<file path="src/rtl/serial_adder_ctrl_if.sv">
// -----------------------------------------------------------------------------
// serial_adder_ctrl_if
// Purpose : Handshake and operand/result bundle for the bit-serial adder
//           sequencer.
// Signals : start, a, b, cin  -- request and operands (master -> slave)
//           busy, done        -- progress handshake   (slave -> master)
//           sum, cout         -- registered result    (slave -> master)
// Modports: master (requester side), slave (sequencer side)
// -----------------------------------------------------------------------------
interface serial_adder_ctrl_if #(
  parameter int WIDTH = 8
);
  logic             start;
  logic [WIDTH-1:0] a;
  logic [WIDTH-1:0] b;
  logic             cin;
  logic             busy;
  logic             done;
  logic [WIDTH-1:0] sum;
  logic             cout;

  modport master (
    output start, a, b, cin,
    input  busy, done, sum, cout
  );

  modport slave (
    input  start, a, b, cin,
    output busy, done, sum, cout
  );
endinterface

</file>
<file path="src/rtl/serial_adder_ctrl.sv">
// -----------------------------------------------------------------------------
// serial_adder_ctrl
// Purpose : Bit-serial adder sequencer. One full-adder cell (two half adders
//           plus an OR) is walked across the operands LSB first, one bit per
//           clock. start is accepted in IDLE; busy is high for WIDTH cycles,
//           then done pulses for one cycle with sum/cout updated.
// Ports   : clk    -- system clock, rising edge
//           rst_n  -- asynchronous active-low reset
//           bus    -- serial_adder_ctrl_if.slave
//                     start/a/b/cin in, busy/done/sum/cout out
// Params  : WIDTH  -- operand/result width (2..32)
//           CW     -- bit-counter width, 2**CW > WIDTH
// -----------------------------------------------------------------------------

// Half adder used twice to build the shared full-adder cell.
module sa_half_adder (
  input  logic i_x,
  input  logic i_y,
  output logic o_s,
  output logic o_c
);
  assign o_s = i_x ^ i_y;
  assign o_c = i_x & i_y;
endmodule

module serial_adder_ctrl #(
  parameter int WIDTH = 8,
  parameter int CW    = 6
) (
  input  logic                 clk,
  input  logic                 rst_n,
  serial_adder_ctrl_if.slave   bus
);

  typedef enum logic [1:0] {
    S_IDLE = 2'd0,
    S_RUN  = 2'd1,
    S_DONE = 2'd2
  } state_t;

  state_t           r_state;
  state_t           w_state_nxt;

  logic [WIDTH-1:0] r_a_sh;
  logic [WIDTH-1:0] r_b_sh;
  logic [WIDTH-1:0] r_s_sh;
  logic             r_carry;
  logic [CW-1:0]    r_cnt;
  logic [WIDTH-1:0] r_sum;
  logic             r_cout;

  logic             w_load;
  logic             w_step;
  logic             w_last;

  logic             w_ha0_s;
  logic             w_ha0_c;
  logic             w_bit_s;
  logic             w_ha1_c;
  logic             w_carry_nxt;
  logic [WIDTH-1:0] w_s_sh_nxt;

  // Shared full-adder cell: HA(a,b) then HA(partial, carry), carries ORed.
  sa_half_adder u_ha0 (
    .i_x (r_a_sh[0]),
    .i_y (r_b_sh[0]),
    .o_s (w_ha0_s),
    .o_c (w_ha0_c)
  );

  sa_half_adder u_ha1 (
    .i_x (w_ha0_s),
    .i_y (r_carry),
    .o_s (w_bit_s),
    .o_c (w_ha1_c)
  );

  assign w_carry_nxt = w_ha0_c | w_ha1_c;
  assign w_s_sh_nxt  = {w_bit_s, r_s_sh[WIDTH-1:1]};

  assign w_load = (r_state == S_IDLE) && bus.start;
  assign w_step = (r_state == S_RUN);
  assign w_last = w_step && (r_cnt == CW'(WIDTH - 1));

  // --- state register ---
  always_ff @(posedge clk or negedge rst_n) begin
    if (!rst_n) begin
      r_state <= S_IDLE;
    end else begin
      r_state <= w_state_nxt;
    end
  end

  // --- next-state logic; any unexpected encoding falls back to IDLE ---
  always_comb begin
    w_state_nxt = S_IDLE;
    case (r_state)
      S_IDLE:  w_state_nxt = bus.start ? S_RUN : S_IDLE;
      S_RUN:   w_state_nxt = w_last ? S_DONE : S_RUN;
      S_DONE:  w_state_nxt = S_IDLE;
      default: w_state_nxt = S_IDLE;
    endcase
  end

  // --- serial datapath: capture in IDLE, one bit per edge in RUN ---
  always_ff @(posedge clk or negedge rst_n) begin
    if (!rst_n) begin
      r_a_sh  <= '0;
      r_b_sh  <= '0;
      r_s_sh  <= '0;
      r_carry <= 1'b0;
      r_cnt   <= '0;
    end else if (w_load) begin
      r_a_sh  <= bus.a;
      r_b_sh  <= bus.b;
      r_carry <= bus.cin;
      r_cnt   <= '0;
    end else if (w_step) begin
      r_a_sh  <= {1'b0, r_a_sh[WIDTH-1:1]};
      r_b_sh  <= {1'b0, r_b_sh[WIDTH-1:1]};
      r_s_sh  <= w_s_sh_nxt;
      r_carry <= w_carry_nxt;
      r_cnt   <= r_cnt + 1'b1;
    end
  end

  // --- result register: updated only on the edge that enters DONE ---
  always_ff @(posedge clk or negedge rst_n) begin
    if (!rst_n) begin
      r_sum  <= '0;
      r_cout <= 1'b0;
    end else if (w_last) begin
      // The final bit is not yet in r_s_sh, so take the shifted-in view.
      r_sum  <= w_s_sh_nxt;
      r_cout <= w_carry_nxt;
    end
  end

  assign bus.busy = (r_state == S_RUN);
  assign bus.done = (r_state == S_DONE);
  assign bus.sum  = r_sum;
  assign bus.cout = r_cout;

endmodule

</file>
<file path="src/flat_wrapper.sv">
// flat-port wrapper written by rule: the top's interface ports become plain ports
module serial_adder_ctrl_flat 
#(
  parameter int WIDTH = 8,
  parameter int CW    = 6
)
  (clk, rst_n, bus_start, bus_a, bus_b, bus_cin, bus_busy, bus_done, bus_sum, bus_cout);
  serial_adder_ctrl_if #(.WIDTH(WIDTH)) bus_i ();
  input  logic clk;
  input  logic rst_n;
  input wire logic [$bits(bus_i.start)-1:0] bus_start;
  input wire logic [$bits(bus_i.a)-1:0] bus_a;
  input wire logic [$bits(bus_i.b)-1:0] bus_b;
  input wire logic [$bits(bus_i.cin)-1:0] bus_cin;
  output wire logic [$bits(bus_i.busy)-1:0] bus_busy;
  output wire logic [$bits(bus_i.done)-1:0] bus_done;
  output wire logic [$bits(bus_i.sum)-1:0] bus_sum;
  output wire logic [$bits(bus_i.cout)-1:0] bus_cout;
  assign bus_i.start = bus_start;
  assign bus_i.a = bus_a;
  assign bus_i.b = bus_b;
  assign bus_i.cin = bus_cin;
  assign bus_busy = bus_i.busy;
  assign bus_done = bus_i.done;
  assign bus_sum = bus_i.sum;
  assign bus_cout = bus_i.cout;
  serial_adder_ctrl #(.WIDTH(WIDTH), .CW(CW)) u_core (.clk(clk), .rst_n(rst_n), .bus(bus_i));
endmodule
</file>
<file path="config.mk">
export PLATFORM = sky130hd
export DESIGN_NAME = serial_adder_ctrl_flat
export DESIGN_NICKNAME = d
export VERILOG_FILES = /design/src/rtl/serial_adder_ctrl_if.sv /design/src/rtl/serial_adder_ctrl.sv /design/src/flat_wrapper.sv
export SDC_FILE = /design/constraint.sdc
export NUM_CORES = 1
export LEC_CHECK = 0
export ABC_AREA = 1
export CORE_MARGIN = 1.5
export CORE_UTILIZATION = 56
export DETAILED_ROUTE_END_ITERATION = 8
export PLACE_DENSITY = 0.93
export SLEW_MARGIN = 20
export SYNTH_ARGS = -nofsm -noshare
export SYNTH_HDL_FRONTEND = slang
export SYNTH_SLANG_ARGS = --single-unit
export TNS_END_PERCENT = 20
</file>
<file path="constraint.sdc">
create_clock -name clk -period 2.9 [get_ports clk]
set_input_delay 0.29 -clock clk [delete_from_list [all_inputs] [get_ports clk]]
set_output_delay 0.29 -clock clk [all_outputs]
set_load 0.01 [all_outputs]
</file>
==> results.cfg <==
[worst_setup_path]
arrival_ps = 1720
r2r_start = u_core.r_state[0]
reg2reg_depth = 6
path_cells = inv_2, nor2_4, clkdlybuf4s50_1
path_buf_inv = 2
startpoint = u_core.r_state[0]
cp.depth = 3
setup.worst_path.class = flop to output port
endpoint = bus_busy
critPathMaxFanout = 15
reg2reg_slack_ps = 1280
crit_path_start_kind = flop
critPathCaptureType = output port
critPathMaxStageDelay_ps = 610
cp_slowest_cell = clkdlybuf4s50_1
cp.required_ps = 2610
r2r_end = u_core.bus.sum[7]
crit_family = buffers and inverters

[grt]
grt_pass1_vias = 1368
grt_pass1_wl_um = 5970
busiest_layer = met2
antenna_found_initial = 0
grtUsageMet2_pct = 35.9
grtUsageTotal_pct = 22.9
grt_util_met1_pct = 28.9
grt_start_max_net_pins = 42
grt.overflow.total = 0
use_met3_pct = 7.14

[yosys]
synth_warnings = 0
yosysSeqAreaShare_pct = 56.7
synth_nets = 233
synth_cell_types = 18
yosys_register_bits = 41
syn_area_mm2 = 0.00181
syn_inst = 211
avgSynthCellArea_um2 = 8.57

[routing]
antenna_left = 0
totalWireLength_um = 3460
vias = 1486
drt_iter0_drc = 57
dr.pass1.iters = 5
routedWlPerCell_um = 12.0
remaining_drc_errors = 0
viasPerCell = 5.18

[sta]
finalSetupViolCount = 0
fin_setup_tns_ps = 0
rsz0062_at_grt = no
holdWs_ps = 52.5
max_freq_ghz = 0.498
finalWorstSetupSlack_ps = 892
fin_crit_ps = 2010
tightest_slew_ps = 894
slew_violations = 0
finalHoldViolCount = 0
maxSlewHeadroom_pct = 40.4
post-route-period-util_pct = 69.2
finalClockSkew_ps = 4.62

[placement]
gp_congestion = 0.812
numPortBuffers = 30
hpwl_um = 2440
pre_cts_ws_ps = 1270
dpl.cell_count = 279
placed_area_mm2 = 0.00213

[pwr]
peakVddDrop_v = 0.000505
p_leak_nw = 1.08
p_seq_share_pct = 46.9
report.power.total_mw = 2.02
power.internal_mw = 1.24
clockPowerShare_pct = 13.5
p_comb_share_pct = 39.6
netSwitchingFraction_pct = 38.6
pwr_density_cell_mw_per_mm2 = 927
p_sw_mw = 0.780

[final_layout]
finalNetCount = 264
final_area_mm2 = 0.00218
area_delta_synth_final_pct = 20.4
nFillCells = 245
finish.utilization_pct = 71.4
drive_above_1_share_pct = 6.17
fin_cells = 287
multi_input_area_um2 = 667
seq_area_mm2 = 0.00103
diodes = 0

[clocking]
postCtsSetupBuffers = 0
root_buffer = clkbuf_4
clock_latency_ps = 350
cts_tree = done
holdBufCountCts = 0
clock_sinks = 41
cts_max_level = 2
cts_resized = 0
clkTransAtPathRegs_ps = 110
numCtsBuffers = 5
cts_buffer_depth = 2

[outcome]
status = finished, final reports clean

[die]
ios = 31
fp.dieH_um = 59.8
start_util_pct = 59.3
fp-row-count = 20
die-area_mm2 = 0.00358
core_area_mm2 = 0.00305
die_w_um = 59.8

[min_path]
hp-class = input pin to async pin

[run]
drv_cap = 0
-- layer usage --
metal / vias to the layer above / share of wire (%) / wire length [um]
li1: 741 / - / -
met1: 689 / 43 / 1480
met2: 48 / 49 / 1710
met3: 8 / 5.4 / 188
met4: 0 / 2.3 / 80
met5: - / 0 / 0
-- sequential cells by signal, summed over array words and instances, names as in the netlist --
name / cells
u_core.bus.cout: 1
u_core.r_s_sh: 7
u_core.r_state: 2
u_core.r_a_sh: 8
u_core.r_cnt: 6
u_core.r_carry: 1
u_core.r_b_sh: 8
u_core.bus.sum: 8
-- power by group through the flow --
| stage | combinational (mW) | sequential [mW] | clock (mW) |
|---|---|---|---|
| 6_report | 0.800 | 0.946 | 0.273 |
| 5_1_grt | 0.922 | 0.977 | 0.296 |
| 4_1_cts | 0.810 | 0.948 | 0.275 |
| 3_5_place_dp | 0.808 | 0.959 | 0 |
| 3_3_place_gp | 0.783 | 0.948 | 0 |
| 2_1_floorplan | 0.515 | 0.957 | 0 |
-- final cells by class --
class	count	area share [%]
clock buffers	8	2.24
inverters	17	2.93
multi-input cells	144	30.6
flip-flops and latches	41	47.1
well taps	44	2.53
repair buffers	33	14.6
-- synth_stat cells --
| library cell | number | share of area (%) |
|---|---|---|
| inv_1 | 14 | 2.9 |
| nor3_1 | 1 | 0.28 |
| buf_4 | 3 | 1.2 |
| nand3_1 | 39 | 11 |
| dfrtp_1 | 41 | 57 |
| o21ai_1 | 1 | 0.28 |
| nand4_1 | 1 | 0.35 |
| nand3_2 | 1 | 0.55 |
| nor2_1 | 6 | 1.2 |
| nor2_4 | 1 | 0.62 |
| ha_1 | 1 | 0.69 |
| buf_2 | 6 | 1.7 |
| o211ai_1 | 5 | 2.1 |
| fa_1 | 1 | 1.1 |
| inv_2 | 3 | 0.62 |
| nand2_1 | 76 | 16 |
| o21ai_0 | 10 | 2.8 |
| nand2_2 | 1 | 0.35 |
-- worst register-to-register path, delay by kind of cell, from the launching register on --
kind                   cells  cell delay [ps]
and+or+nand+nor            4              740
DFF                        1              400
buffers and inverters      2              380
-- placed cells by master, fill, tap and decap left out --
cell type	n
buf_2	1
buf_4	3
clkbuf_1	3
clkbuf_4	5
clkdlybuf4s50_1	29
dfrtp_1	41
fa_1	1
ha_1	1
inv_1	14
inv_2	3
nand2_1	76
nand2_2	1
nand3_1	39
nand3_2	1
nand4_1	1
nor2_1	6
nor2_4	1
nor3_1	1
o211ai_1	5
o21ai_0	10
o21ai_1	1
-- worst min-delay path by stage --
| stage | end | slack (ps) | depth (start not counted) |
|---|---|---|---|
| after global routing | u_core.r_cnt[3] | 120 | 1 |
| after CTS | u_core.r_cnt[3] | 70 | 1 |
| after detailed placement | u_core.r_a_sh[7] | 460 | 1 |
| after floorplan | u_core.bus.cout | -6 | 0 |
| after global placement | u_core.bus.sum[2] | 450 | 2 |
| final | u_core.r_a_sh[7] | 50 | 1 |
-- cell families after synthesis --
group                      count (synthesis)  share of synthesized area (%)
DFF                                       41                           56.7
and+or+nand+nor                          126                           29.9
buffers and inverters                     26                           6.43
AOI/OAI and AO/OA                         16                           5.12
adders and majority gates                  2                           1.80
No activity file was read; power rests on OpenSTA's default activity.
